### src/rtl/hnf_txreq.sv
// hnf_txreq: HN-F TXREQ link-layer stage.
// Buffers miss/forward requests bound for the SN in a small FIFO and drives the
// CHI TXREQ channel. A flit is sent only while an L-credit is held.
// Optional feature macro: HNF_TXREQ_STALL_CNT_EN adds the txreq_stall_cnt port.
module hnf_txreq #(
  parameter type         reqflit_t  = logic [96:0],
  parameter int unsigned FIFO_DEPTH = 4,
  parameter int unsigned MAX_CRD    = 15
) (
  input  logic        clock,
  input  logic        reset,
  input  reqflit_t    miss_req,
  input  logic        miss_req_v,
  output logic        miss_req_rdy,
  output reqflit_t    txreqflit,
  output logic        txreqflitv,
  output logic        txreqflitpend,
  input  logic        txreqlcrdv,
  output logic [3:0]  txreq_crd_cnt,
  output logic        txreq_crd_ovf
`ifdef HNF_TXREQ_STALL_CNT_EN
  ,
  output logic [31:0] txreq_stall_cnt
`endif
);

  localparam int unsigned PTR_W = $clog2(FIFO_DEPTH);
  localparam int unsigned CNT_W = PTR_W + 1;

  reqflit_t         mem [FIFO_DEPTH];
  logic [PTR_W-1:0] wr_ptr;
  logic [PTR_W-1:0] rd_ptr;
  logic [CNT_W-1:0] count;
  logic [3:0]       crd_cnt;
  logic             push;
  logic             pop;

  // Flop-only status: ready and pending never look at this cycle's inputs.
  assign miss_req_rdy  = (count != CNT_W'(FIFO_DEPTH));
  assign txreqflitpend = (count != '0);
  assign txreq_crd_cnt = crd_cnt;

  // Enqueue/send decision; only credits already registered are spendable.
  always_comb begin
    push = miss_req_v && miss_req_rdy;
    pop  = (count != '0) && (crd_cnt != '0);
  end

  // Request storage; contents need no reset since count gates every read.
  always_ff @(posedge clock) begin
    if (push) begin
      mem[wr_ptr] <= miss_req;
    end
  end

  // FIFO pointers and occupancy.
  always_ff @(posedge clock) begin
    if (reset) begin
      wr_ptr <= '0;
      rd_ptr <= '0;
      count  <= '0;
    end else begin
      if (push) begin
        wr_ptr <= wr_ptr + PTR_W'(1);
      end
      if (pop) begin
        rd_ptr <= rd_ptr + PTR_W'(1);
      end
      case ({push, pop})
        2'b10:   count <= count + CNT_W'(1);
        2'b01:   count <= count - CNT_W'(1);
        default: count <= count;
      endcase
    end
  end

  // TXREQ flit register; the flit holds its last value when nothing is sent.
  always_ff @(posedge clock) begin
    if (reset) begin
      txreqflit  <= '0;
      txreqflitv <= 1'b0;
    end else begin
      txreqflitv <= pop;
      if (pop) begin
        txreqflit <= mem[rd_ptr];
      end
    end
  end

  // L-credit counter with saturation at MAX_CRD and sticky overflow flag.
  always_ff @(posedge clock) begin
    if (reset) begin
      crd_cnt       <= '0;
      txreq_crd_ovf <= 1'b0;
    end else begin
      case ({txreqlcrdv, pop})
        2'b10: begin
          if (crd_cnt == 4'(MAX_CRD)) begin
            txreq_crd_ovf <= 1'b1;
          end else begin
            crd_cnt <= crd_cnt + 4'd1;
          end
        end
        2'b01:   crd_cnt <= crd_cnt - 4'd1;
        default: crd_cnt <= crd_cnt;
      endcase
    end
  end

`ifdef HNF_TXREQ_STALL_CNT_EN
  // Counts cycles with work queued but no credit to send it; saturating.
  always_ff @(posedge clock) begin
    if (reset) begin
      txreq_stall_cnt <= '0;
    end else if ((count != '0) && (crd_cnt == '0) && (txreq_stall_cnt != '1)) begin
      txreq_stall_cnt <= txreq_stall_cnt + 32'd1;
    end
  end
`endif

endmodule
### config.mk
export PLATFORM = sky130hd
export DESIGN_NAME = hnf_txreq
export DESIGN_NICKNAME = d
export VERILOG_FILES = /design/src/rtl/hnf_txreq.sv
export SDC_FILE = /design/constraint.sdc
export NUM_CORES = 1
export LEC_CHECK = 0
export BUFFER_PORTS_ARGS = -buffer_cell sky130_fd_sc_hd__buf_2
export CAP_MARGIN = 20
export CORE_ASPECT_RATIO = 1.4
export CORE_MARGIN = 1
export CORE_UTILIZATION = 30
export DETAILED_ROUTE_END_ITERATION = 12
export GPL_TIMING_DRIVEN = 0
export HOLD_SLACK_MARGIN = 0.05
export SLEW_MARGIN = 20
export SYNTH_ARGS = -nofsm -noshare
export SYNTH_HDL_FRONTEND = slang
export SYNTH_SLANG_ARGS = --single-unit
### constraint.sdc
create_clock -name clock -period 4.4 [get_ports clock]
set_clock_uncertainty 0.1 [all_clocks]
set_input_delay 0.44 -clock clock [delete_from_list [all_inputs] [get_ports clock]]
set_output_delay 0.44 -clock clock [all_outputs]
set_load 0.05 [all_outputs]
After elaboration in Yosys (flattened, before gate mapping)
Memory sizes are Yosys's and may differ from the RTL's. A register that Yosys moved wholly into a read port is not among the register bits.
Cells that the tools add are included.
{ "totals": {"latchBits": 0, "register_bits": 13, "rom_bits": 0, "mem_bits_rw": 388, "n_memories": 1, "output_inout_bits": 105, "in_bits": 101} }
{ "op_classes": {"n_bitwise": 0, "n_reduce_logical": 8, "eq_ne": 7, "mux": 5, "add_sub_neg": 6, "div_mod_pow": 0, "order_cmp": 0, "mul": 0, "n_shift": 0} }
{ "memory_table": {"columns": ["memory", "depth", "word_bits", "read_ports", "rd_ports_with_merged_regs", "write_ports", "line_no", "text"], "rows": [
  ["mem", 4, 97, 1, 1, 1, "30", "reqflit_t mem [FIFO_DEPTH];"]
]} }
{ "op_table": {"columns": ["operator", "n"], "rows": [
  ["$pmux W4 S2", 1],
  ["$pmux W3 S2", 1],
  ["$add A2 B1 Y2 const B", 2],
  ["$add A4 B1 Y4 const B", 1],
  ["$eq A2 B1 Y1 const B", 2],
  ["$eq A2 B2 Y1 const B", 2],
  ["$eq A4 B4 Y1 const B", 1],
  ["$mux W4", 1],
  ["$reduce_and A2 Y1", 2],
  ["$reduce_bool A2 Y1", 2],
  ["$reduce_bool A4 Y1", 1],
  ["$sub A4 B1 Y4 const B", 1],
  ["$add A3 B1 Y3 const B", 1],
  ["$ne A3 B3 Y1 const B", 1],
  ["$reduce_bool A3 Y1", 1],
  ["$sub A3 B1 Y3 const B", 1],
  ["$logic_and A1 B1 Y1", 2],
  ["$mux W1", 2],
  ["$ne A2 B2 Y1 const B", 1]
]} }

Depth between registers and ports, before layout
Gate-level depths: netlist of run 1.
{ "logic_depth": {"ltp_word": 5, "ltp_mapped": 11, "depth_no_buf": 9} }

Worst setup path after synthesis of run 1
Ideal clock, no wire load.
{ "synth_timing": {"path_kind": "register to register", "from": "register count[0]", "to": "memory mem[0][0] (netlist name) (enable)", "arrival_time_ps": 3233, "path_stages_with_launch": 3, "slack_ps": 599, "setup_ps": 468, "path_cell_list": "dfxtp_1 or3b_1 and3_1"} }
{ "synth_via": {"elab_chain_len": 4} }
{ "synth_rtl": {"columns": ["item", "line_no", "text"], "rows": [
  ["from (decl)", "33", "logic [CNT_W-1:0] count;"],
  ["from (signal assigned)", "70", "2'b10: count <= count + CNT_W'(1);"],
  ["from (signal assigned)", "71", "2'b01: count <= count - CNT_W'(1);"],
  ["from (signal assigned)", "72", "default: count <= count;"],
  ["$ne A3 B3 Y1", "39", "assign miss_req_rdy = (count != CNT_W'(FIFO_DEPTH));"],
  ["via miss_req_rdy", "14", "output logic miss_req_rdy,"],
  ["$logic_and A1 B1 Y1", "45", "push = miss_req_v && miss_req_rdy;"],
  ["$mux W1", "51", "if (push) begin"],
  ["$mux W1 (not written as such)", "52", "mem[wr_ptr] <= miss_req;"],
  ["to (decl)", "30", null]
]} }
The timed path passes the listed nets, and every way through them passes these cells.

Worst setup path in the final report of run 1
{ "layout_timing": {"from": "register crd_cnt[0], in the netlist txreq_crd_cnt[0]", "to": "register count[2]"} }
{ "layout_via": {"elab_chain_len": 4, "elab_cells_between_ends": 6, "cone_classes": "eq/ne (2); mux (1); reduce/logical (3)"} }
{ "layout_rtl": {"columns": ["item", "line_no", "text"], "rows": [
  ["from (decl)", "34", "logic [3:0] crd_cnt;"],
  ["from (signal assigned)", "101", "crd_cnt <= crd_cnt + 4'd1;"],
  ["from (signal assigned)", "104", "2'b01: crd_cnt <= crd_cnt - 4'd1;"],
  ["from (signal assigned)", "105", "default: crd_cnt <= crd_cnt;"],
  ["$reduce_bool A4 Y1 (*)", "46", "pop = (count != '0) && (crd_cnt != '0);"],
  ["$logic_and A1 B1 Y1 (*)", "46", null],
  ["via pop", "36", "logic pop;"],
  ["$eq A2 B1 Y1 / $eq A2 B2 Y1 (equally long branches)", "69", "case ({push, pop})"],
  ["$pmux W3 S2 / $reduce_bool A2 Y1 (equally long branches)", null, null]
]} }
The timed path passes the listed nets; every way through them passes the cells marked *.
A chain may end at the register's enable or synchronous reset.

==> summary.txt, run 1 <==
Global routing
  • GRT overflow: 0
  • Antenna violations before repair: 1
  • First-pass GRT wire length: 63,000 um
  • Vias in the first global route: 10,700
  • Largest net degree at the start of global routing: 41
  • GR Util All Layers: 13.7%

Route
  • Initial DRT Pass Iterations: 4
  • Routed wire per std cell: 19.1 um
  • Via count: 9,952
  • Drt total wl: 41,500 um
  • Via-to-Cell Ratio: 4.57
  • Antenna viol nets, final: 0
  • DRC viols: 0
  • Initial drt markers: 449

CTS
  • CTS sink count: 498
  • Htree depth: 2
  • Insertion delay to the later sink of the worst-skew pair: 0.58 ns
  • # hold bufs at CTS: 97
  • Clock slew at reported path FFs: 0.06 ns
  • Clk buf depth: 3
  • Root buffer cell: clkbuf_16
  • Number of gates resized after CTS: 0
  • Number of CTS-inserted buffers: 48
  • CTS tree: done
  • Setup bufs post-CTS: 0

Placed design
  • DP Area: 0.0203 mm^2
  • Post-Place Setup Slack: 1.20 ns
  • GPL Wtd Cong: 0.739
  • IO buf count: 204
  • Inst Count DP: 1,988
  • Detail Placement HPWL: 26,200 um

Synth
  • Sequential area share after synthesis: 76.7%
  • Post-Syn Area: 0.0181 mm^2
  • Number of synthesized register bits: 498
  • Yosys warnings: 0
  • Synth Instances: 1,020
  • Post-synth cell types: 39
  • Ys async rst share: 0%
  • Leading area contributor after synthesis: edfxtp_1
  • Synth area leaders: edfxtp_1 (64%), dfxtp_1 (12%), mux4_2 (12%)
  • Synthesized area per cell: 17.7 um^2
  • Share of Yosys cell area claimed by the top area cell type: 64.5%
  • EDFF count, synth: 388
  • Ys flop type: edfxtp_1
  • Syn Nets: 1,130

Power and ir drop
  • Worst IR Drop VDD: 516 uV
  • PD cells: 667 mW/mm^2
  • Switching portion of total power: 36.1%
  • Clock power frac: 26.2%
  • Combinational power share: 32.2%
  • Lkg Pwr: 7.88 nW
  • P_sw: 5.47 mW
  • Total power: 15.2 mW
  • Flop pwr share: 41.5%
  • Internal power: 9.71 mW

Finish
  • Final core utilization: 38.1%
  • Layout cells sized above 1: 29.8%
  • Fillers: 5,579
  • Multi-input gate area in the final layout: 0.00392 mm^2
  • Final #Nets: 1,489
  • Area grow syn2layout: 26.0%
  • FF+latch area: 0.0139 mm^2
  • Final instance count without filler cells: 2,176
  • Commonest non-fill, non-tap cell in the layout: edfxtp_1
  • Finished Cell Area: 0.0228 mm^2
  • Most frequent cells in the layout: edfxtp_1 (388), buf_2 (237), nand2_1 (197)

Die
  • Die span in y: 292 um
  • IO Count: 206
  • Core ar.: 0.0597 mm^2
  • FP Rows: 106
  • Die area: 0.0612 mm^2
  • Die W: 209 um
  • Initial Util: 30.3%

STA
  • RSZ-0062 raised after global routing: false
  • Smallest hold slack: 0.171 ns
  • Final setup violation count: 0
  • Final Slew Violations: 0
  • Slew Limit Headroom: 41.3%
  • Tcrit/Tclk final: 71.7%
  • F_max: 317 MHz
  • Final worst path period need: 3.16 ns
  • Final worst slack: 1.24 ns
  • Worst Tran Pin Value: 0.880 ns
  • Final Hold Vio Count: 0
  • Sum of negative setup slack: 0 ns

Setup path
  • CP Cell Sequence: nor4_4 -> or2_4 -> inv_2 -> buf_2 -> buf_2 -> ha_1 -> inv_1 -> fa_1 -> xor2_1 -> or3_1 -> a21oi_1
  • Worst r2r path cells: 11
  • CP delay by family, top: buffers and inverters
  • Crit. path cell count: 11
  • Worst EP required: 4.80 ns
  • RR Endpoint: count[2]
  • Reg2Reg Launch Point: txreq_crd_cnt[0]
  • CP Capture Point: count[2]
  • Cell mode on critical path: buf_2
  • Delay of the slowest critical-path stage: 0.47 ns
  • Crit path max-delay cell type: dfxtp_1
  • WP data arrival: 3.56 ns
  • Critical path endpoint category: register
  • R2R setup slack: 1.24 ns
  • Worst Setup SP: txreq_crd_cnt[0]
  • WS Path Type: register to register
  • Crit path buffers/inverters: 4
  • CP startpoint kind: register
  • Critical-path maximum fanout: 10

Status
  • Status: finished clean

Flow run
  • Max-cap violations: 0

Worst hold path
  • Hold WC Path Type: input port to register
-- how the worst min path moves through the flow --
stage | from | end | slack [ns] | cells past startpoint
2_1_floorplan | wr_ptr[1] | wr_ptr[1] | 0.37 | 2
3_3_place_gp | txreqflit[40] | txreqflit[40] | 0.34 | 2
3_5_place_dp | txreqflit[10] | txreqflit[10] | 0.34 | 2
4_1_cts | reset | txreq_crd_cnt[3] | 0.12 | 3
5_1_grt | txreqlcrdv | txreq_crd_ovf | 0.19 | 3
6_report | reset | txreq_crd_cnt[3] | 0.17 | 4
-- worst register-to-register path, delay by kind of cell, from the launching register on --
family / cells / cell delay (ns)
AOI/OAI and AO/OA: 1 / 0.13
adders and majority gates: 2 / 0.63
buffers and inverters: 4 / 0.92
and+or+nand+nor: 3 / 0.67
xor gates and xnor gates: 1 / 0.16
DFF: 1 / 0.47
-- cells by family after synthesis --
group,after synthesis,share of synthesized area [%]
multiplexers,99,12.2
flip-flops,498,76.7
AND/OR/NAND/NOR,226,5.09
XOR/XNOR,7,0.339
buffers and inverters,69,1.79
AO/OA/AOI/OAI,112,3.21
adder cells (fa/ha/maj),9,0.706
-- layout make-up --
| cell class | count | area share (%) |
|---|---|---|
| sequential | 498 | 60.9 |
| multi-input combinational | 453 | 17.2 |
| timing repair buffer | 309 | 9.68 |
| clock buffer | 78 | 6.22 |
| tap | 756 | 4.16 |
| buffer | 57 | 1.22 |
| clock inverter | 12 | 0.456 |
| inverter | 12 | 0.198 |
| antenna | 1 | 0.0110 |
-- metal layers --
| layer | global-route usage (%) | routed length [um] | vias to the layer above |
|---|---|---|---|
| li1 | - | - | 4631 |
| met1 | 15.8 | 16800 | 5041 |
| met2 | 24.6 | 21600 | 203 |
| met3 | 2.79 | 1760 | 75 |
| met4 | 5.79 | 1360 | 2 |
| met5 | 0 | 17 | - |
-- synthesized netlist by cell type (all sizes together) (3+ instances only) --
| cell | instances |
|---|---|
| a21oi | 102 |
| and3 | 4 |
| buf | 37 |
| clkbuf | 20 |
| dfxtp | 110 |
| edfxtp | 388 |
| ha | 7 |
| inv | 12 |
| mux4 | 97 |
| nand2 | 197 |
| nor2 | 11 |
| o21ai | 3 |
| xnor2 | 5 |
-- registers in the layout (all words and copies together), names as in the netlist --
signal / count
txreq_crd_cnt: 4
count: 3
wr_ptr: 2
txreqflitv: 1
mem: 388
rd_ptr: 2
txreq_crd_ovf: 1
txreqflit: 97
-- power groups by stage --
| stage | logic, mW | registers, mW | clock network (mW) |
|---|---|---|---|
| floorplan | 2.05 | 7.80 | 0 |
| global placement | 4.81 | 6.48 | 0 |
| detailed placement | 4.94 | 6.41 | 0 |
| CTS | 5.02 | 6.32 | 4.13 |
| global route | 5.28 | 6.39 | 4.28 |
| finish | 4.89 | 6.31 | 3.98 |
No activity file was read; power rests on OpenSTA's default activity.
==> run 2: changes to the inputs <==
--- a/config.mk
+++ b/config.mk
@@ -5,6 +5,7 @@
 export SDC_FILE = /design/constraint.sdc
 export NUM_CORES = 1
 export LEC_CHECK = 0
+export ABC_AREA = 1
 export BUFFER_PORTS_ARGS = -buffer_cell sky130_fd_sc_hd__buf_2
 export CAP_MARGIN = 20
 export CORE_ASPECT_RATIO = 1.4
==> constraint.sdc (replaced) <==
create_clock -name clock -period 3 [get_ports clock]
set_clock_uncertainty 0.1 [all_clocks]
set_input_delay 0.3 -clock clock [delete_from_list [all_inputs] [get_ports clock]]
set_output_delay 0.3 -clock clock [all_outputs]
set_load 0.05 [all_outputs]
==> run 2 against run 1 <==
  * Sequential cell count stayed put
  * Sequential power is 41% higher
  * Die area is 1.7% higher
  * Via count is 27% higher
  * Clock power is 47% higher
  * Largest power group unchanged
==> summary.txt, run 2 <==
STA
  • Worst Tran Pin Value: 0.716 ns (-0.164 ns)
  • Final Slew Violations: 0 (unchanged)
  • Final worst slack: 0.296 ns (-0.948 ns)
  • Final worst path period need: 2.70 ns (-0.452 ns)
  • Final setup violation count: 0 (unchanged)
  • Tcrit/Tclk final: 90.1% (+18 points)
  • RSZ-0062 raised after global routing: false
  • Sum of negative setup slack: 0 ns (unchanged)
  • Slew Limit Headroom: 52.1% (+11 points)
  • Final Hold Vio Count: 0 (unchanged)
  • F_max: 370 MHz (+17%)
  • Smallest hold slack: 0.146 ns (-0.0252 ns)

Global routing
  • First-pass GRT wire length: 78,400 um (+24%)
  • GR Util All Layers: 16.9% (+3.2 points)
  • Antenna violations before repair: 11 (+10)
  • Vias in the first global route: 12,700 (+19%)
  • Largest net degree at the start of global routing: 22 (-46%)
  • GRT overflow: 0 (unchanged)

Power and ir drop
  • Switching portion of total power: 38.7% (+2.7 points)
  • Total power: 22.7 mW (+49%)
  • Internal power: 13.9 mW (+43%)
  • P_sw: 8.79 mW (+61%)
  • Flop pwr share: 39.3% (-2.2 points)
  • PD cells: 964 mW/mm^2 (+45%)
  • Clock power frac: 25.7% (-0.5 points)
  • Combinational power share: 35.0% (+2.8 points)
  • Worst IR Drop VDD: 409 uV (-21%)
  • Lkg Pwr: 8.55 nW (+8.5%)

Synth
  • Yosys warnings: 0 (unchanged)
  • Commonest cells post-synth: nor2_1 (405), edfxtp_1 (388), o21ai_0 (257)
  • Share of Yosys cell area claimed by the top area cell type: 63.4% (-1.1 points)
  • Synth Instances: 1,459 (+43%)
  • Synth area leaders: edfxtp_1 (63%), dfxtp_1 (12%), nor2_1 (8.3%)
  • Most numerous cell in the Yosys netlist: nor2_1
  • Synthesized area per cell: 12.6 um^2 (-29%)
  • Ys async rst share: 0% (unchanged)
  • Ys flop type: edfxtp_1
  • Leading area contributor after synthesis: edfxtp_1
  • Sequential area share after synthesis: 75.3% (-1.3 points)
  • Number of synthesized register bits: 498 (unchanged)
  • Post-Syn Area: 0.0184 mm^2 (+1.7%)
  • EDFF count, synth: 388 (unchanged)
  • Syn Nets: 1,569 (+39%)
  • Post-synth cell types: 26 (-33%)

Die
  • Initial Util: 30.3% (about the same)
  • Die span in y: 295 um (+0.86%)
  • IO Count: 206 (unchanged)
  • Die area: 0.0623 mm^2 (+1.7%)
  • Die W: 211 um (+0.86%)
  • Core ar.: 0.0608 mm^2 (+1.8%)
  • FP Rows: 107 (+0.94%)

CTS
  • Clk buf depth: 3 (unchanged)
  • CTS sink count: 498 (unchanged)
  • Number of gates resized after CTS: 0 (unchanged)
  • Setup bufs post-CTS: 0 (unchanged)
  • # hold bufs at CTS: 99 (+2.1%)
  • Insertion delay to the later sink of the worst-skew pair: 0.58 ns (about the same)
  • CTS tree: done
  • Clock slew at reported path FFs: 0.06 ns (about the same)
  • Number of CTS-inserted buffers: 48 (unchanged)
  • Root buffer cell: clkbuf_16
  • Htree depth: 2 (unchanged)

Status
  • Status: finished clean

Worst hold path
  • Hold Crit Depth: 3 (-1)
  • Worst Hold End: wr_ptr[1]
  • Hold WC Path Type: input port to register
  • Hold_sp: miss_req_v

Finish
  • Final #Nets: 1,945 (+31%)
  • Largest register FFs: 388 (unchanged)
  • Commonest non-fill, non-tap cell in the layout: nor2_1
  • Most frequent cells in the layout: nor2_1 (401), edfxtp_1 (388), o21ai_0 (257)
  • Largest reg by FF count: mem
  • Final instance count without filler cells: 2,701 (+24%)
  • Layout cells sized above 1: 19.4% (-10 points)
  • Area grow syn2layout: 27.9%

Setup path
  • RR Endpoint: count[2]
  • Crit path max-delay cell type: dfxtp_1
  • Critical-path maximum fanout: 10 (unchanged)
  • CP startpoint kind: register
  • Delay of the slowest critical-path stage: 0.42 ns (-0.05 ns)
  • R2R setup slack: 0.30 ns (-0.95 ns)
  • Critical path endpoint category: register
  • WP data arrival: 3.07 ns (-0.49 ns)
  • CP Cell Sequence: nor2_1 -> nand2_2 -> nand2_4 -> inv_4 -> buf_6 -> buf_2 -> ha_1 -> inv_1 -> fa_1 -> a21oi_1 -> o21ai_0 -> o21ai_0 -> a21oi_1
  • WS Path Type: register to register
  • Worst EP required: 3.36 ns (-1.44 ns)
  • Worst r2r path cells: 13 (+2)
  • Reg2Reg Launch Point: txreq_crd_cnt[1]

Route
  • Initial drt markers: 811 (+81%)
  • Initial DRT Pass Iterations: 5 (+1)
  • Antenna viol nets, final: 0 (unchanged)
  • Via-to-Cell Ratio: 4.69 (+2.4%)
  • Drt total wl: 53,200 um (+28%)
  • Routed wire per std cell: 19.7 um (+3.3%)
  • Via count: 12,700 (+27%)
  • DRC viols: 0 (unchanged)

Placed design
  • Post-Place Setup Slack: 0.263 ns (-0.934 ns)
  • Inst Count DP: 2,503 (+26%)
  • Detail Placement HPWL: 35,300 um (+35%)
  • IO buf count: 205 (+0.49%)
  • GPL Wtd Cong: 0.765 (+3.5%)

Flow run
  • Max-cap violations: 0 (unchanged)
==> run 2: changes by cell type after synthesis, moves of 8 or more <==
cell / before / now
nor2_1: 11 / 405
o21ai_0: 3 / 257
nand2_1: 197 / 11
mux4_2: 97 / 0
a31oi_1: 1 / 97
a21oi_1: 102 / 9
o21ai_1: 0 / 42
clkbuf_1: 20 / 45
buf_4: 2 / 15
buf_2: 33 / 21
buf_6: 2 / 10
==> run 2: critical path, delay by kind of cell, from the launching register on <==
kind            cells  cell delay, ns
simple gates        3            0.26
buf+inv             4            0.75
compound gates      4            0.47
flops               1            0.42
fa+ha+maj           2            0.56
==> run 2: cell families after synthesis <==
| family | count (synthesis) | synth area share [%] |
|---|---|---|
| AO/OA/AOI/OAI | 406 | 11.7 |
| XOR/XNOR | 1 | 0.0476 |
| adder cells (fa/ha/maj) | 9 | 0.694 |
| buffers and inverters | 118 | 3.32 |
| flip-flops | 498 | 75.3 |
| AND/OR/NAND/NOR | 427 | 8.87 |
==> run 2: power groups by stage <==
stage | sequential (mW) | combinational, mW | clock, mW
5_1_grt | 8.99 | 8.61 | 6.21
4_1_cts | 8.91 | 8.06 | 5.95
6_report | 8.91 | 7.94 | 5.84
3_3_place_gp | 9.09 | 7.55 | 0
2_1_floorplan | 10.4 | 3.68 | 0
3_5_place_dp | 9.05 | 7.93 | 0
==> run 2: final cells by class <==
type | instances | area, um^2
well taps | 817 | 1020
multi-input cells | 843 | 3960
inverters | 22 | 86.3
plain buffers | 96 | 524
diodes | 10 | 25.0
flip-flops and latches | 498 | 13900
repair buffers | 326 | 2550
clock inverters | 29 | 221
clock buffers | 60 | 1280
fillers | 5853 | 37300
==> run 2: how the worst max path moves through the flow <==
stage / from / endpoint / slack (ns) / cells past startpoint
2_1_floorplan: count[1] / mem[0][0] / 0.12 / 4
3_3_place_gp: count[1] / mem[0][96] / -1.12 / 4
3_5_place_dp: txreq_crd_cnt[1] / count[2] / 0.26 / 13
4_1_cts: txreq_crd_cnt[1] / count[2] / 0.26 / 13
5_1_grt: txreq_crd_cnt[1] / count[2] / 0.07 / 13
6_report: txreq_crd_cnt[1] / count[2] / 0.30 / 13
==> run 2: through the flow <==
step	instance area [um^2]	util, %
final	23500	38.7
after global routing	23500	38.7
after CTS	23500	38.7
after detailed placement	21000	34.6
after global placement	20500	33.7
after floorplan	18400	-
==> run 2: per-layer routing <==
layer | up-vias | GRT usage [%] | routed length, um
li1 | 6019 | - | -
met1 | 6174 | 20.2 | 21400
met2 | 358 | 29.5 | 27100
met3 | 102 | 3.37 | 3010
met4 | 2 | 6.88 | 1710
met5 | - | 0 | 10
==> run 3: changes to the inputs <==
--- a/config.mk
+++ b/config.mk
@@ -6,12 +6,12 @@
 export NUM_CORES = 1
 export LEC_CHECK = 0
 export ABC_AREA = 1
-export BUFFER_PORTS_ARGS = -buffer_cell sky130_fd_sc_hd__buf_2
 export CAP_MARGIN = 20
 export CORE_ASPECT_RATIO = 1.4
 export CORE_MARGIN = 1
 export CORE_UTILIZATION = 30
 export DETAILED_ROUTE_END_ITERATION = 12
+export DONT_BUFFER_PORTS = 1
 export GPL_TIMING_DRIVEN = 0
 export HOLD_SLACK_MARGIN = 0.05
 export SLEW_MARGIN = 20
==> run 3 against run 2 <==
  * First-iteration DRC count grew 15%
  * Wire length shrank 2.5%
  * Hold slack gained 0.13 ns
  * Design area shrank 3.6%
  * Via count shrank 4.9%
  * Largest cell class unchanged
==> summary.txt, run 3 (synthesis gave the netlist of run 2 again) <==
Status
  • Status: finished clean

STA
  • Worst Tran Pin Value: 0.740 ns (+0.0236 ns)
  • Sum of negative setup slack: 0 ns (unchanged)
  • Final Slew Violations: 0 (unchanged)
  • Final setup violation count: 0 (unchanged)
  • Final Hold Vio Count: 0 (unchanged)
  • Slew Limit Headroom: 50.5% (-1.6 points)
  • RSZ-0062 raised after global routing: false
  • Smallest hold slack: 0.275 ns (+0.129 ns)
  • Final worst path period need: 2.64 ns (-0.0602 ns)
  • F_max: 378 MHz (+2.3%)
  • Tcrit/Tclk final: 88.1% (-2.0 points)

CTS
  • Insertion delay to the later sink of the worst-skew pair: 0.58 ns (about the same)
  • Root buffer cell: clkbuf_16
  • Setup bufs post-CTS: 0 (unchanged)
  • Number of CTS-inserted buffers: 50 (+4.2%)
  • CTS tree: done
  • CTS sink count: 498 (unchanged)
  • Htree depth: 2 (unchanged)
  • Clock slew at reported path FFs: 0.06 ns (about the same)
  • Clk buf depth: 3 (unchanged)

Setup path
  • Critical-path maximum fanout: 18 (+8)
  • CP Capture Point: mem[1][25]
  • Delay of the slowest critical-path stage: 0.64 ns (+0.22 ns)
  • Worst EP required: 3.19 ns (-0.17 ns)
  • WP data arrival: 2.83 ns (-0.24 ns)
  • Crit path max-delay cell type: nor2_4
  • Worst Setup SP: count[1]
  • Reg2Reg Launch Point: count[1]
  • RR Endpoint: mem[1][25]
  • WS Path Type: register to register
  • Critical path endpoint category: register
  • CP Cell Sequence: nor2_2 -> nand2_2 -> nand2_2 -> nor2_4 -> buf_12 -> buf_16 -> buf_16
  • Worst r2r path cells: 7 (-6)
  • CP startpoint kind: register
  • R2R setup slack: 0.36 ns (+0.06 ns)

Global routing
  • First-pass GRT wire length: 75,700 um (-3.4%)
  • Vias in the first global route: 12,200 (-4.4%)
  • Largest net degree at the start of global routing: 23 (+4.5%)
  • Antenna violations before repair: 7 (-4)
  • GRT overflow: 0 (unchanged)
  • GR Util All Layers: 16.5% (-0.39 points)

Power and ir drop
  • PD cells: 1010 mW/mm^2 (+4.6%)
  • Lkg Pwr: 7.71 nW (-9.8%)
  • Worst IR Drop VDD: 761 uV (+86%)

Die
  • Die area: 0.0623 mm^2 (unchanged)
  • Core ar.: 0.0608 mm^2 (unchanged)
  • Die span in y: 295 um (unchanged)
  • IO Count: 206 (unchanged)
  • Die W: 211 um (unchanged)
  • FP Rows: 107 (unchanged)
  • Initial Util: 30.3% (unchanged)

Route
  • Initial DRT Pass Iterations: 5 (unchanged)
  • Via-to-Cell Ratio: 4.82 (+2.9%)
  • Antenna viol nets, final: 0 (unchanged)
  • Drt total wl: 51,900 um (-2.5%)
  • Initial drt markers: 931 (+15%)
  • Routed wire per std cell: 20.8 um (+5.6%)
  • Via count: 12,000 (-4.9%)
  • DRC viols: 0 (unchanged)

Finish
  • Layout cells sized above 1: 9.98% (-9.4 points)
  • Finished Cell Area: 0.0227 mm^2 (-3.6%)
  • Largest reg by FF count: mem
  • Final instance count without filler cells: 2,495 (-7.6%)
  • Area grow syn2layout: 23.3%
  • Final #Nets: 1,741 (-10%)
  • Largest register FFs: 388 (unchanged)
  • Most frequent cells in the layout: nor2_1 (401), edfxtp_1 (388), o21ai_0 (257)
  • Commonest non-fill, non-tap cell in the layout: nor2_1

Placed design
  • Inst Count DP: 2,297 (-8.2%)
  • Detail Placement HPWL: 33,900 um (-3.9%)
  • GPL Wtd Cong: 0.740 (-3.3%)
  • DP Area: 0.0199 mm^2 (-5.1%)
  • IO buf count: 0 (-100%)

Flow run
  • Max-cap violations: 0 (unchanged)

Worst hold path
  • Hold WC Path Type: input port to register
-- run 3: changes by cell type in the layout (fill, tap and decap cells not counted), sizes merged --
cell / previous run / this run
clkinv: 21 / 11
clkinvlp: 2 / 3
diode: 10 / 5
inv: 26 / 23
buf: 273 / 66
clkbuf: 110 / 125
dlygate4sd3: 99 / 100
bufinv: 2 / 4
-- run 3: metal layers --
layer / up-vias / track usage, % / wire length, um
met2: 388 / 28.5 / 26000
met5: - / 0 / 23
li1: 5608 / - / -
met4: 4 / 7.46 / 2040
met3: 94 / 4.12 / 3580
met1: 5938 / 19.1 / 20200
-- run 3: timing repair --
item                                    4_1_cts  5_1_grt
hold buffers                                100        0
endpoints found under the setup margin        2        1
hold endpoints to repair                    397        0
resized for setup                             4        4
-- run 3: power breakdown --
part | leakage [nW] | internal [mW] | switching (mW)
Sequential | 4.47 | 8.54 | 1.95
Combinational | 2.41 | 1.83 | 4.14
Clock | 0.827 | 3.79 | 2.63
-- run 3: critical path: cells and delay by family (launching register included) --
family	cells	cell delay (ns)
flip-flops	1	0.37
buffers and inverters	3	0.62
AND/OR/NAND/NOR	4	1.23
-- run 3: worst min-delay path by stage --
stage,cells after the start,to,startpoint,slack [ns]
floorplan,1,count[1],reset,0.27
detailed placement,1,txreqflitv,reset,0.28
global placement,1,txreqflitv,reset,0.27
finish,4,txreqflit[1],reset,0.27
global route,2,txreqflitv,reset,0.30
CTS,2,count[1],reset,0.26
-- run 3: final cells by class --
cell class | count | area, um^2
fillers | 5806 | 38100
flip-flops and latches | 498 | 13900
multi-input cells | 843 | 3960
repair buffers | 121 | 1500
clock buffers | 75 | 1490
well taps | 817 | 1020
plain buffers | 95 | 519
clock inverters | 19 | 208
inverters | 22 | 86.3
diodes | 5 | 12.5
-- run 3: per-stage QoR --
stage                     total power, mW  utilization, %  setup WS (ns)
after floorplan                      14.1               -          0.120
after global placement               16.2            32.0          -1.33
after detailed placement             16.5            32.8         -0.213
after CTS                            23.1            37.3         0.0230
after global routing                 24.0            37.3          0.198
final                                22.9            37.3          0.356
